File: src/rtl/mem_port_arbiter.sv
// Shares one single-ported memory between instruction fetch and load/store.
// Data has priority; a streak counter lets a waiting fetch through after MAX_D_STREAK data grants.
module mem_port_arbiter #(
    parameter int ADDR_W       = 32,
    parameter int DATA_W       = 32,
    parameter int MAX_D_STREAK = 4
) (
    input  logic              clk,
    input  logic              rst_n,
    input  logic              i_req,
    input  logic [ADDR_W-1:0] i_addr,
    output logic              i_done,
    output logic [DATA_W-1:0] i_rdata,
    input  logic              d_req,
    input  logic              d_we,
    input  logic [ADDR_W-1:0] d_addr,
    input  logic [DATA_W-1:0] d_wdata,
    output logic              d_done,
    output logic [DATA_W-1:0] d_rdata,
    output logic              stall_i,
    output logic              stall_d,
    output logic              mem_req,
    output logic              mem_we,
    output logic [ADDR_W-1:0] mem_addr,
    output logic [DATA_W-1:0] mem_wdata,
    input  logic [DATA_W-1:0] mem_rdata,
    input  logic              mem_ack
);

    localparam int SW = (MAX_D_STREAK < 1) ? 1 : $clog2(MAX_D_STREAK + 1);

    typedef enum logic [1:0] {
        S_IDLE,
        S_BUSY_I,
        S_BUSY_D
    } state_t;

    state_t            r_state;
    state_t            w_next;
    logic [SW-1:0]     r_streak;
    logic [SW-1:0]     w_streak_next;
    logic              r_i_done;
    logic              r_d_done;
    logic [DATA_W-1:0] r_i_rdata;
    logic [DATA_W-1:0] r_d_rdata;
    logic              r_mem_req;
    logic              r_mem_we;
    logic [ADDR_W-1:0] r_mem_addr;
    logic [DATA_W-1:0] r_mem_wdata;

    logic w_i_elig;
    logic w_d_elig;
    logic w_streak_max;
    logic w_grant_i;
    logic w_grant_d;
    logic w_complete;

    always_comb begin
        w_next        = r_state;
        w_grant_i     = 1'b0;
        w_grant_d     = 1'b0;
        w_complete    = 1'b0;
        w_streak_next = r_streak;
        // A requester whose done is high this cycle sits out one arbitration.
        w_i_elig      = i_req & ~r_i_done;
        w_d_elig      = d_req & ~r_d_done;
        w_streak_max  = (r_streak == SW'(MAX_D_STREAK));

        case (r_state)
            S_IDLE: begin
                if (w_d_elig && !(w_streak_max && w_i_elig)) begin
                    w_grant_d = 1'b1;
                    w_next    = S_BUSY_D;
                end else if (w_i_elig) begin
                    w_grant_i = 1'b1;
                    w_next    = S_BUSY_I;
                end
            end
            S_BUSY_I, S_BUSY_D: begin
                if (mem_ack) begin
                    w_complete = 1'b1;
                    w_next     = S_IDLE;
                end
            end
            default: w_next = S_IDLE;
        endcase

        if (w_grant_d) begin
            if (!i_req) begin
                w_streak_next = '0;
            end else if (!w_streak_max) begin
                w_streak_next = r_streak + SW'(1);
            end
        end else if (w_grant_i) begin
            w_streak_next = '0;
        end
    end

    always_ff @(posedge clk or negedge rst_n) begin
        if (!rst_n) begin
            r_state     <= S_IDLE;
            r_streak    <= '0;
            r_i_done    <= 1'b0;
            r_d_done    <= 1'b0;
            r_i_rdata   <= '0;
            r_d_rdata   <= '0;
            r_mem_req   <= 1'b0;
            r_mem_we    <= 1'b0;
            r_mem_addr  <= '0;
            r_mem_wdata <= '0;
        end else begin
            r_state  <= w_next;
            r_streak <= w_streak_next;
            r_i_done <= (r_state == S_BUSY_I) && mem_ack;
            r_d_done <= (r_state == S_BUSY_D) && mem_ack;

            if (w_grant_d) begin
                r_mem_req   <= 1'b1;
                r_mem_we    <= d_we;
                r_mem_addr  <= d_addr;
                r_mem_wdata <= d_we ? d_wdata : '0;
            end else if (w_grant_i) begin
                r_mem_req   <= 1'b1;
                r_mem_we    <= 1'b0;
                r_mem_addr  <= i_addr;
                r_mem_wdata <= '0;
            end else if (w_complete) begin
                r_mem_req <= 1'b0;
            end

            if ((r_state == S_BUSY_I) && mem_ack) begin
                r_i_rdata <= mem_rdata;
            end
            // Stores leave the last load result visible.
            if ((r_state == S_BUSY_D) && mem_ack && !r_mem_we) begin
                r_d_rdata <= mem_rdata;
            end
        end
    end

    assign i_done    = r_i_done;
    assign d_done    = r_d_done;
    assign i_rdata   = r_i_rdata;
    assign d_rdata   = r_d_rdata;
    assign stall_i   = i_req & ~r_i_done;
    assign stall_d   = d_req & ~r_d_done;
    assign mem_req   = r_mem_req;
    assign mem_we    = r_mem_we;
    assign mem_addr  = r_mem_addr;
    assign mem_wdata = r_mem_wdata;

endmodule

File: config.mk
export PLATFORM = sky130hd
export DESIGN_NAME = mem_port_arbiter
export DESIGN_NICKNAME = d
export VERILOG_FILES = /design/src/rtl/mem_port_arbiter.sv
export SDC_FILE = /design/constraint.sdc
export NUM_CORES = 1
export LEC_CHECK = 0
export CAP_MARGIN = 20
export CORE_MARGIN = 8
export CORE_UTILIZATION = 41
export CTS_CLUSTER_SIZE = 25
export DETAILED_ROUTE_END_ITERATION = 16
export GPL_TIMING_DRIVEN = 0
export PLACE_DENSITY = 0.81
export SYNTH_ARGS = -nofsm -noshare
export SYNTH_HDL_FRONTEND = slang
export SYNTH_SLANG_ARGS = --single-unit
File: constraint.sdc
create_clock -name clk -period 2.2 [get_ports clk]
set_input_delay 0.22 -clock clk [delete_from_list [all_inputs] [get_ports clk]]
set_output_delay 0.22 -clock clk [all_outputs]
set_load 0.05 [all_outputs]
==> results.json <==
{
  "run_status": "complete, no violations",
  "cts_max_path_buffers": 2,
  "rsz0062_at_grt": "false",
  "max-cap-violations": 0,
  "n_antenna_cell": 0,
  "die_height_um": 131,
  "worst-setup-path-type": "flip-flop to output pin",
  "htreeDepth": 4,
  "p_per_area_nw_per_um2": 1860,
  "std_cell_rows": 42,
  "total_power_mw": 16.8,
  "gr-total-overflow": 0,
  "wire_per_inst_um": 19.5,
  "post-place-ws_ps": -57.0,
  "top_usage_layer": "met2",
  "gp_congestion": 0.860,
  "ys_ff_latch": 137,
  "vias": 4598,
  "finalHoldViolCount": 0,
  "grt_pass1_wl_um": 28300,
  "startpoint_type": "flip-flop",
  "min_path_type": "input port to asynchronous set/reset pin",
  "ys_seq_area_share_pct": 62.9,
  "numPortBuffers": 267,
  "period_minus_slack_ps": 1930,
  "syn_nets": 577,
  "peakVddDrop_v": 0.00118,
  "finalSetupViolations": 0,
  "critPathSlowestCell": "dlygate4sd2_1",
  "drv_slew": 0,
  "synth_adder_area_share_pct": 1.15,
  "cts_tree": "built",
  "multi_input_area_um2": 1830,
  "firstDrtPassIters": 4,
  "cts_buffers": 17,
  "layout_setup_ws_ps": 272,
  "use_met2_pct": 34.5,
  "syn_area_um2": 5450,
  "drtIter0Drc": 234,
  "final_layout_size_suffix_gt1_share_pct": 15.6,
  "synthCells": 438,
  "fillers": 924,
  "synth_compound_area_share_pct": 12.3,
  "max_freq_ghz": 0.519,
  "grt_pass1_vias": 5094,
  "synth-warning-count": 0,
  "slew_headroom_pct": 59.6,
  "path_clk_slew_ps": 60,
  "critPathMaxFanout": 7,
  "worstMarginPinSlew_ps": 606,
  "avgSynthCellArea_um2": 12.4,
  "r2r_slack_ps": 290,
  "period_share_pct": 87.6,
  "synth_mux_area_share_pct": 13.8,
  "ys_types": 27,
  "route.detailed.drc": 0,
  "fin_worst_skew_ps": 6.85,
  "crit_chain": "nor2b_1 -> clkbuf_2 -> dlygate4sd2_1",
  "clk_latency_ps": 420,
  "use_met1_pct": 22.1,
  "gr-usage-met3_pct": 9.83,
  "cts_setup_buffers": 0,
  "io_pins": 268,
  "fin_util_pct": 68.7,
  "seq_area_um2": 3430,
  "grt_max_degree": 77,
  "design.core.area_um2": 13100,
  "antenna_left": 0,
  "crit_arrival_ps": 1710,
  "critPathRequiredTime_ps": 1980,
  "post_drt_via_cell_ratio": 5.03,
  "grt_antenna_before_repair": 0,
  "cts.sinks": 137,
  "syn_to_final_growth_pct": 65.6,
  "die_area_um2": 17200,
  "synth_simple_gate_area_share_pct": 6.31,
  "cp-end-kind": "output pin",
  "synth_top_family_by_area": "multiplexers",
  "cts-root-buf": "clkbuf_16",
  "initial_core_util_pct": 41.5,
  "finalSetupTns_ps": 0,
  "wl_um": 17900,
  "nets": 865,
  "dieWidth_um": 131,
  "leakage_nw": 3.92,
  "gr-usage-all-layers_pct": 20.7,
  "synth_xor_area_share_pct": 0,
  "max_stage_delay_ps": 580,
  "dp_hpwl_um": 13700
}
[synthesized netlist by cell type, drive strengths merged]
cell type	instances	share of area [%]
o21ai	5	0.46
and2	2	0.28
ha	5	1.1
nor2b	2	0.23
o21a	1	0.14
o211ai	1	0.14
mux2i	2	0.37
nor2	32	2.2
and3	1	0.11
dfrtp	137	63
nand4b	1	0.16
clkbuf	12	0.85
nand2	41	2.8
a21oi	67	6.2
nand2b	2	0.23
buf	18	2.2
a22o	33	5.3
nand3	3	0.28
inv	7	0.48
mux2	65	13
a21o	1	0.14
[layout by cell type, fill, tap and decap left out, types with 3 or more instances in the layout]
cell             instances
clkdlybuf4s50_1        264
clkbuf_1                11
o21ai_0                  4
buf_2                   10
clkbuf_16               17
ha_1                     5
buf_6                    6
buf_1                    3
a22o_1                  33
inv_6                    3
inv_1                    7
nand3_1                  3
clkinvlp_4               3
bufinv_16                4
dfrtp_1                137
mux2_2                  64
nor2_1                  32
nand2_1                 41
a21oi_1                 67
[per-layer routing]
metal  wire [µm]  share of wire [%]
met1        6690                 37
met2        8800                 49
met3        2010                 11
met4         383                2.1
met5           0                  0
[state kept, by name (all words and copies together) (netlist names)]
| name | cells |
|---|---|
| d_done | 1 |
| d_rdata | 32 |
| i_done | 1 |
| i_rdata | 32 |
| mem_addr | 32 |
| mem_req | 1 |
| mem_wdata | 32 |
| mem_we | 1 |
| r_state | 2 |
| r_streak | 3 |
[worst paths after layout]
check                            startpoint             to  cells past startpoint
worst max-delay path                 i_done        stall_i                      3
worst min-delay path                  rst_n    d_rdata[12]                      2
worst max register to register  r_streak[0]  mem_wdata[22]                      9
worst min register to register      mem_req        mem_req                      2
max in group asynchronous             rst_n  mem_wdata[27]                      3
min in group clk                 i_addr[23]   mem_addr[23]                      3
[power by group]
part / internal (mW) / switching, mW
combinational: 3.26 / 6.11
clock: 1.97 / 1.10
sequential: 3.70 / 0.636
[layout make-up]
cell class | count | share of cell area (%)
timing repair buffer | 269 | 30.0
inverter | 7 | 0.291
sequential | 137 | 38.0
buffer | 30 | 1.82
clock buffer | 19 | 5.02
tap | 176 | 2.44
multi-input combinational | 264 | 20.3
clock inverter | 13 | 2.12
[kinds of logic (layout without fill, tap and decap cells)]
group / count (synthesis) / in the layout
buffers and inverters: 37 / 338
AND/OR/NAND/NOR: 84 / 84
adder cells (fa/ha/maj): 5 / 5
multiplexers: 67 / 67
flip-flops: 137 / 137
AO/OA/AOI/OAI: 108 / 108
[per-stage QoR]
stage	area, µm²	hold WS, ps	std cells
floorplan	5450	-75.6	438
global placement	8340	466	881
detailed placement	8370	241	882
CTS	9020	326	915
global route	9020	352	915
finish	9020	349	915
[worst max-delay path: cells and delay by family (launching register included)]
kind / cells / cell delay (ps)
buffers and inverters: 2 / 770
and+or+nand+nor: 1 / 110
DFF: 1 / 410
[repair_timing]
item | 4_1_cts | 5_1_grt
endpoints found under the setup margin | 2 | 0
resized for setup | 2 | 0
endpoints found under the hold margin | 61 | 0
hold buffers | 1 | 0
No activity file was read; power rests on OpenSTA's default activity.
